--- src/rtl/hermes_pkg.sv ---
// Shared Hermes NoC constants and the local-port injector state encoding.
// Used by hermes_injector and its payload FIFO.
package hermes_pkg;

   localparam int FLIT_SIZE    = 32;
   localparam int NPORT        = 5;
   localparam int HERMES_LOCAL = 4;

   typedef enum logic [1:0] {
      IDLE    = 2'd0,
      HEAD    = 2'd1,
      SIZE    = 2'd2,
      PAYLOAD = 2'd3
   } inj_state_e;

   // Zero-extend a 16-bit routing address into a full flit.
   function automatic logic [FLIT_SIZE-1:0] addr_to_flit(input logic [15:0] addr);
      return {{(FLIT_SIZE-16){1'b0}}, addr};
   endfunction

endpackage

--- src/rtl/hermes_injector_fifo.sv ---
// Synchronous payload FIFO for the Hermes injector; full/empty are registered
// and a write is refused while full even if a read happens on the same edge.
module hermes_injector_fifo
   import hermes_pkg::*;
#(
   parameter int FIFO_DEPTH = 8,
   parameter int FLIT_SIZE  = 32
) (
   input  logic                 clk_i,
   input  logic                 rst_i,
   input  logic                 wr_i,
   input  logic [FLIT_SIZE-1:0] wr_data_i,
   input  logic                 rd_i,
   output logic [FLIT_SIZE-1:0] rd_data_o,
   output logic                 full_o,
   output logic                 empty_o
);

   localparam int AW = $clog2(FIFO_DEPTH);
   localparam int CW = AW + 1;

   logic [FLIT_SIZE-1:0] r_mem [FIFO_DEPTH];
   logic [AW-1:0]        r_wr_ptr;
   logic [AW-1:0]        r_rd_ptr;
   logic [CW-1:0]        r_count;
   logic [CW-1:0]        w_count_nxt;
   logic                 r_full;
   logic                 r_empty;
   logic                 w_wr_acc;
   logic                 w_rd_acc;

   assign w_wr_acc  = wr_i && !r_full;
   assign w_rd_acc  = rd_i && !r_empty;
   assign rd_data_o = r_mem[r_rd_ptr];
   assign full_o    = r_full;
   assign empty_o   = r_empty;

   // Occupancy after this edge.
   always_comb begin
      w_count_nxt = r_count;
      if (w_wr_acc && !w_rd_acc) begin
         w_count_nxt = r_count + CW'(1);
      end else if (!w_wr_acc && w_rd_acc) begin
         w_count_nxt = r_count - CW'(1);
      end else begin
         w_count_nxt = r_count;
      end
   end

   // Storage array.
   always_ff @(posedge clk_i) begin
      if (w_wr_acc) begin
         r_mem[r_wr_ptr] <= wr_data_i;
      end
   end

   // Pointers, occupancy and registered status flags.
   always_ff @(posedge clk_i) begin
      if (rst_i) begin
         r_wr_ptr <= '0;
         r_rd_ptr <= '0;
         r_count  <= '0;
         r_full   <= 1'b0;
         r_empty  <= 1'b1;
      end else begin
         if (w_wr_acc) begin
            r_wr_ptr <= r_wr_ptr + AW'(1);
         end
         if (w_rd_acc) begin
            r_rd_ptr <= r_rd_ptr + AW'(1);
         end
         r_count <= w_count_nxt;
         r_full  <= (w_count_nxt == CW'(FIFO_DEPTH));
         r_empty <= (w_count_nxt == CW'(0));
      end
   end

endmodule

--- src/rtl/hermes_injector.sv ---
// Hermes local-port packet injector: header, size and payload flits under credit flow control.
// Optional macro HERMES_INJECTOR_TIMESTAMP_EN prepends an accept-time cycle stamp to the payload.
module hermes_injector
   import hermes_pkg::*;
#(
   parameter int FIFO_DEPTH = 8,
   parameter int CNT_W      = 16
) (
   input  logic                 clk_i,
   input  logic                 rst_i,
   input  logic                 req_valid_i,
   output logic                 req_ready_o,
   input  logic [15:0]          req_target_i,
   input  logic [CNT_W-1:0]     req_size_i,
   input  logic                 pl_valid_i,
   output logic                 pl_ready_o,
   input  logic [FLIT_SIZE-1:0] pl_data_i,
   output logic                 tx_o,
   input  logic                 credit_i,
   output logic [FLIT_SIZE-1:0] data_o,
   output logic                 busy_o,
   output logic [CNT_W-1:0]     pkt_count_o
);

`ifdef HERMES_INJECTOR_TIMESTAMP_EN
   localparam bit TS_EN = 1'b1;
`else
   localparam bit TS_EN = 1'b0;
`endif

   inj_state_e           r_state;
   logic                 r_tx;
   logic [FLIT_SIZE-1:0] r_data;
   logic [CNT_W-1:0]     r_size;
   logic [CNT_W-1:0]     r_remaining;
   logic [CNT_W-1:0]     r_pkt_count;
   logic                 r_req_ready;
   logic                 r_busy;
   logic [FLIT_SIZE-1:0] w_ts;
   logic                 w_xfer;
   logic                 w_fifo_rd;
   logic                 w_fifo_full;
   logic                 w_fifo_empty;
   logic [FLIT_SIZE-1:0] w_fifo_data;

   hermes_injector_fifo #(
      .FIFO_DEPTH (FIFO_DEPTH),
      .FLIT_SIZE  (FLIT_SIZE)
   ) u_fifo (
      .clk_i     (clk_i),
      .rst_i     (rst_i),
      .wr_i      (pl_valid_i),
      .wr_data_i (pl_data_i),
      .rd_i      (w_fifo_rd),
      .rd_data_o (w_fifo_data),
      .full_o    (w_fifo_full),
      .empty_o   (w_fifo_empty)
   );

`ifdef HERMES_INJECTOR_TIMESTAMP_EN
   logic [FLIT_SIZE-1:0] r_cycle;
   logic [FLIT_SIZE-1:0] r_ts;

   assign w_ts = r_ts;

   // Free-running cycle counter sampled at request accept.
   always_ff @(posedge clk_i) begin
      if (rst_i) begin
         r_cycle <= '0;
      end else begin
         r_cycle <= r_cycle + FLIT_SIZE'(1);
      end
   end

   // Stamp latch.
   always_ff @(posedge clk_i) begin
      if (rst_i) begin
         r_ts <= '0;
      end else if ((r_state == IDLE) && req_valid_i && r_req_ready) begin
         r_ts <= r_cycle;
      end else begin
         r_ts <= r_ts;
      end
   end
`else
   assign w_ts = '0;
`endif

   assign w_xfer      = r_tx && credit_i;
   assign tx_o        = r_tx;
   assign data_o      = r_data;
   assign req_ready_o = r_req_ready;
   assign busy_o      = r_busy;
   assign pkt_count_o = r_pkt_count;
   assign pl_ready_o  = !w_fifo_full;

   // FIFO pop: only when a payload flit is about to be loaded into the output register.
   always_comb begin
      w_fifo_rd = 1'b0;
      case (r_state)
         SIZE: begin
            if (w_xfer && (r_size != '0) && !TS_EN) begin
               w_fifo_rd = !w_fifo_empty;
            end else begin
               w_fifo_rd = 1'b0;
            end
         end
         PAYLOAD: begin
            if (!r_tx) begin
               w_fifo_rd = !w_fifo_empty;
            end else if (w_xfer && (r_remaining != CNT_W'(1))) begin
               w_fifo_rd = !w_fifo_empty;
            end else begin
               w_fifo_rd = 1'b0;
            end
         end
         default: w_fifo_rd = 1'b0;
      endcase
   end

   // Packet FSM with registered flit, handshake and status outputs.
   always_ff @(posedge clk_i) begin
      if (rst_i) begin
         r_state     <= IDLE;
         r_tx        <= 1'b0;
         r_data      <= '0;
         r_size      <= '0;
         r_remaining <= '0;
         r_pkt_count <= '0;
         r_req_ready <= 1'b1;
         r_busy      <= 1'b0;
      end else begin
         case (r_state)
            IDLE: begin
               if (req_valid_i && r_req_ready) begin
                  r_data      <= addr_to_flit(req_target_i);
                  r_size      <= req_size_i + CNT_W'(TS_EN);
                  r_tx        <= 1'b1;
                  r_req_ready <= 1'b0;
                  r_busy      <= 1'b1;
                  r_state     <= HEAD;
               end
            end
            HEAD: begin
               if (w_xfer) begin
                  r_data  <= FLIT_SIZE'(r_size);
                  r_state <= SIZE;
               end
            end
            SIZE: begin
               if (w_xfer) begin
                  if (r_size == '0) begin
                     r_tx        <= 1'b0;
                     r_pkt_count <= r_pkt_count + CNT_W'(1);
                     r_req_ready <= 1'b1;
                     r_busy      <= 1'b0;
                     r_state     <= IDLE;
                  end else begin
                     r_remaining <= r_size;
                     r_state     <= PAYLOAD;
                     if (TS_EN) begin
                        r_data <= w_ts;
                        r_tx   <= 1'b1;
                     end else if (w_fifo_rd) begin
                        r_data <= w_fifo_data;
                        r_tx   <= 1'b1;
                     end else begin
                        r_tx   <= 1'b0;
                     end
                  end
               end
            end
            PAYLOAD: begin
               if (w_xfer) begin
                  r_remaining <= r_remaining - CNT_W'(1);
                  if (r_remaining == CNT_W'(1)) begin
                     r_tx        <= 1'b0;
                     r_pkt_count <= r_pkt_count + CNT_W'(1);
                     r_req_ready <= 1'b1;
                     r_busy      <= 1'b0;
                     r_state     <= IDLE;
                  end else if (w_fifo_rd) begin
                     r_data <= w_fifo_data;
                  end else begin
                     r_tx <= 1'b0;
                  end
               end else if (!r_tx && w_fifo_rd) begin
                  // Bubble refill: the FIFO just became non-empty.
                  r_data <= w_fifo_data;
                  r_tx   <= 1'b1;
               end
            end
            default: begin
               r_tx        <= 1'b0;
               r_req_ready <= 1'b1;
               r_busy      <= 1'b0;
               r_state     <= IDLE;
            end
         endcase
      end
   end

endmodule

--- config.mk ---
export PLATFORM = sky130hd
export DESIGN_NAME = hermes_injector
export DESIGN_NICKNAME = d
export VERILOG_FILES = /design/src/rtl/hermes_pkg.sv /design/src/rtl/hermes_injector_fifo.sv /design/src/rtl/hermes_injector.sv
export SDC_FILE = /design/constraint.sdc
export NUM_CORES = 1
export LEC_CHECK = 0
export ABC_AREA = 1
export BUFFER_PORTS_ARGS = -buffer_cell sky130_fd_sc_hd__buf_2
export CAP_MARGIN = 30
export CORE_AREA = 2 2 221 179
export DETAILED_ROUTE_END_ITERATION = 6
export DIE_AREA = 0 0 223 181
export GPL_ROUTABILITY_DRIVEN = 0
export PLACE_DENSITY_LB_ADDON = 0.2
export SLEW_MARGIN = 10
export SYNTH_ARGS = -nofsm -noshare
export SYNTH_HDL_FRONTEND = slang
export SYNTH_SLANG_ARGS = --single-unit
--- constraint.sdc ---
create_clock -name clk_i -period 2.7 [get_ports clk_i]
set_input_delay 0.27 -clock clk_i [delete_from_list [all_inputs] [get_ports clk_i]]
set_output_delay 0.27 -clock clk_i [all_outputs]
set_load 0.1 [all_outputs]
==> impl_metrics.ini <==
[layout]
fin_nets = 1704
regArea_um2 = 9700
final_core_util_pct = 46.9
drive_above_1_share_pct = 15.8
multi_input_area_um2 = 4870
n_fill_cell = 3521
area_delta_synth_final_pct = 18.2

[grt]
grt_pass1_vias = 10612
grt-ovfl-total = 0
grt_max_degree = 111
antenna_found_initial = 2
globalRouteTotalUtil_pct = 19.1
grt_pass1_wl_mm = 60.9

[timing]
period_share_pct = 88.1
min_period_ps = 2380
hold_violations = 0
rsz0062_at_grt = no
fin_skew_ps = 12.0
fin_tns_setup_ps = 0
fin_ws_ps = 322
setup_viol_count_final = 0
max_freq_mhz = 420
drv_slew = 0
tightest_slew_ps = 757
timing.slew.headroom_pct = 49.5

[detailed_routing]
first_pass_iters = 5
routed_via_density = 5.19
drtIter0Drc = 906
drc = 0
wl_per_cell_um = 18.1
antenna_left = 0
vias = 11165
drt-total-wl_mm = 39.0

[cts]
tritoncts = yes
insertion_delay_ps = 540
htree_levels = 2
cts-buffers-inserted = 38
ctsHoldBuffers = 20
cts_sinks = 356
clockBufferDepth = 3
post-cts-setup-buffers = 0
clk_pin_slew_ps = 60
cts_root_buf = clkbuf_16
post_cts_resized = 0

[critical_path]
end_kind = register
start_kind = register
crit_fanout = 25
arrival_ps = 2760
worst_ep_required_time_ps = 3090
path_class = register to register

[synth]
synth_top_cell_area_share_pct = 50.9
synth_area_leaders = edfxtp_1 51%, dfxtp_1 13%, nand2_1 10%
synthCells = 1494
seq_area_frac_synth_pct = 64.2
synth_cell_types = 47
synthesis.area_um2 = 15100
synth-seq-cells = 356
synth.largest_area_cell = edfxtp_1
yosys_warnings = 0
avgSynthCellArea_um2 = 10.1
synth_nets = 1570

[place]
dpl.hpwl_mm = 24.0
place_ws_ps = 356
portBuffers = 120

[floorplanning]
rows = 64
die_h_um = 181
coreArea_um2 = 38000
fp.dieW_um = 223
fp.dieArea_um2 = 40400
io_pins = 121
start_util_pct = 39.7

[power_and_ir_drop]
ir_drop_uv = 486
leakage_nw = 6.49
p_per_area_nw_per_um2 = 879

[run]
max-cap-violations = 0

[outcome]
status = finished clean

[hold_path]
hold_path_class = input port to register
[power by group]
part	leakage, nW	switching (W)	internal (W)
Combinational	2.78	0.00311	0.000977
Sequential	3.14	0.000269	0.00629
Clock	0.572	0.00213	0.00290
Total	6.49	0.00552	0.0102
[state kept, by name, summed over array words and instances, names as in the netlist, named ones only]
signal,count
u_fifo.r_rd_ptr,3
u_fifo.r_wr_ptr,3
r_state,2
tx_o,1
r_size,16
r_remaining,16
u_fifo.r_mem,256
u_fifo.full_o,1
pkt_count_o,16
u_fifo.r_count,4
req_ready_o,1
u_fifo.empty_o,1
busy_o,1
data_o,32
[final cells by class]
class | instances | share of cell area [%]
sequential | 356 | 54.4
multi-input combinational | 996 | 27.3
timing repair buffer | 175 | 6.87
clock buffer | 52 | 5.80
tap | 495 | 3.47
inverter | 61 | 1.29
clock inverter | 15 | 0.877
antenna | 2 | 0.0281
[cells by family (layout without fill, tap and decap cells)]
kind of cell | Yosys count | after routing | share of synthesized area, %
simple gates | 682 | 682 | 19.5
flops | 356 | 356 | 64.2
compound gates | 294 | 294 | 11.1
buf+inv | 142 | 303 | 3.91
xor+xnor | 13 | 13 | 0.754
fa+ha+maj | 7 | 7 | 0.580
other cells | 0 | 2 | 0
[through the flow]
| stage | instance area, um^2 | total power (W) | cells | hold WS (ps) |
|---|---|---|---|---|
| after global placement | 16400 | 0.0107 | 2063 | 437 |
| after floorplan | 15100 | 0.00968 | 1494 | 369 |
| final | 17800 | 0.0157 | 2152 | 18.0 |
| after detailed placement | 16400 | 0.0107 | 2063 | 448 |
| after CTS | 17800 | 0.0158 | 2150 | 0.573 |
| after global routing | 17800 | 0.0164 | 2151 | 9.90 |
[metal layers]
layer / share of wire [%] / global-route usage (%)
met5: 0 / 0
met4: 2.5 / 5.74
met3: 5.8 / 3.55
met2: 44 / 29.1
met1: 47 / 27.8
[synth_stat cells, drive strengths merged]
cell type	instances
o211ai	3
nor4	5
a21boi	1
edfxtp	256
a211oi	3
clkbuf	43
xor2	8
nor3	10
nor3b	2
nand3	141
o21ai	80
o21a	1
a22o	1
nand2	410
clkinv	1
nand4	10
inv	60
nand2b	2
o2111ai	1
a31oi	7
nor2	95
o31ai	1
nand3b	1
a32oi	16
dfxtp	100
ha	7
o221a	1
xnor2	5
a32o	15
a21oi	164
buf	38
or2	6
[final timing paths]
| kind | from | endpoint | slack (ps) | cells after the start |
|---|---|---|---|---|
| worst max-delay path | r_size[3] | data_o[19] | 320 | 12 |
| worst min-delay path | pl_data_i[22] | u_fifo.r_mem[1][22] | 20 | 1 |
| worst max register to register | r_size[3] | data_o[19] | 320 | 12 |
| worst min register to register | busy_o | busy_o | 460 | 2 |
[critical path: stages, from the launching register on]
cell and delay (ps):
dfxtp_1 330, nor2_1 100, nand2_1 70, nor2_1 240, nand2_1 140, nand3_1 140
nand3_4 130, nand2_4 290, nand2_4 210, inv_2 300, o21ai_0 140, nand2_1 80
a21oi_1 60
[cell usage in the layout, fill, tap and decap left out, types with 4 or more instances in the layout]
master	count
a21oi_1	163
dfxtp_1	98
ha_1	7
nor4_1	5
o21ai_0	69
clkinv_2	6
a32o_1	15
nand4_1	9
or2_2	5
inv_1	52
edfxtp_1	256
xnor2_1	5
nor3_1	10
nand3_1	135
nand2_2	6
o21ai_1	11
nor2_4	9
nand3_2	4
a31oi_1	7
buf_12	13
buf_2	120
clkbuf_16	39
nor2_2	8
clkbuf_1	12
nor2_1	78
buf_4	22
dlygate4sd3_1	20
xor2_1	8
nand2_1	401
inv_2	7
a32oi_1	16
Power figures use the tool's default switching activity.
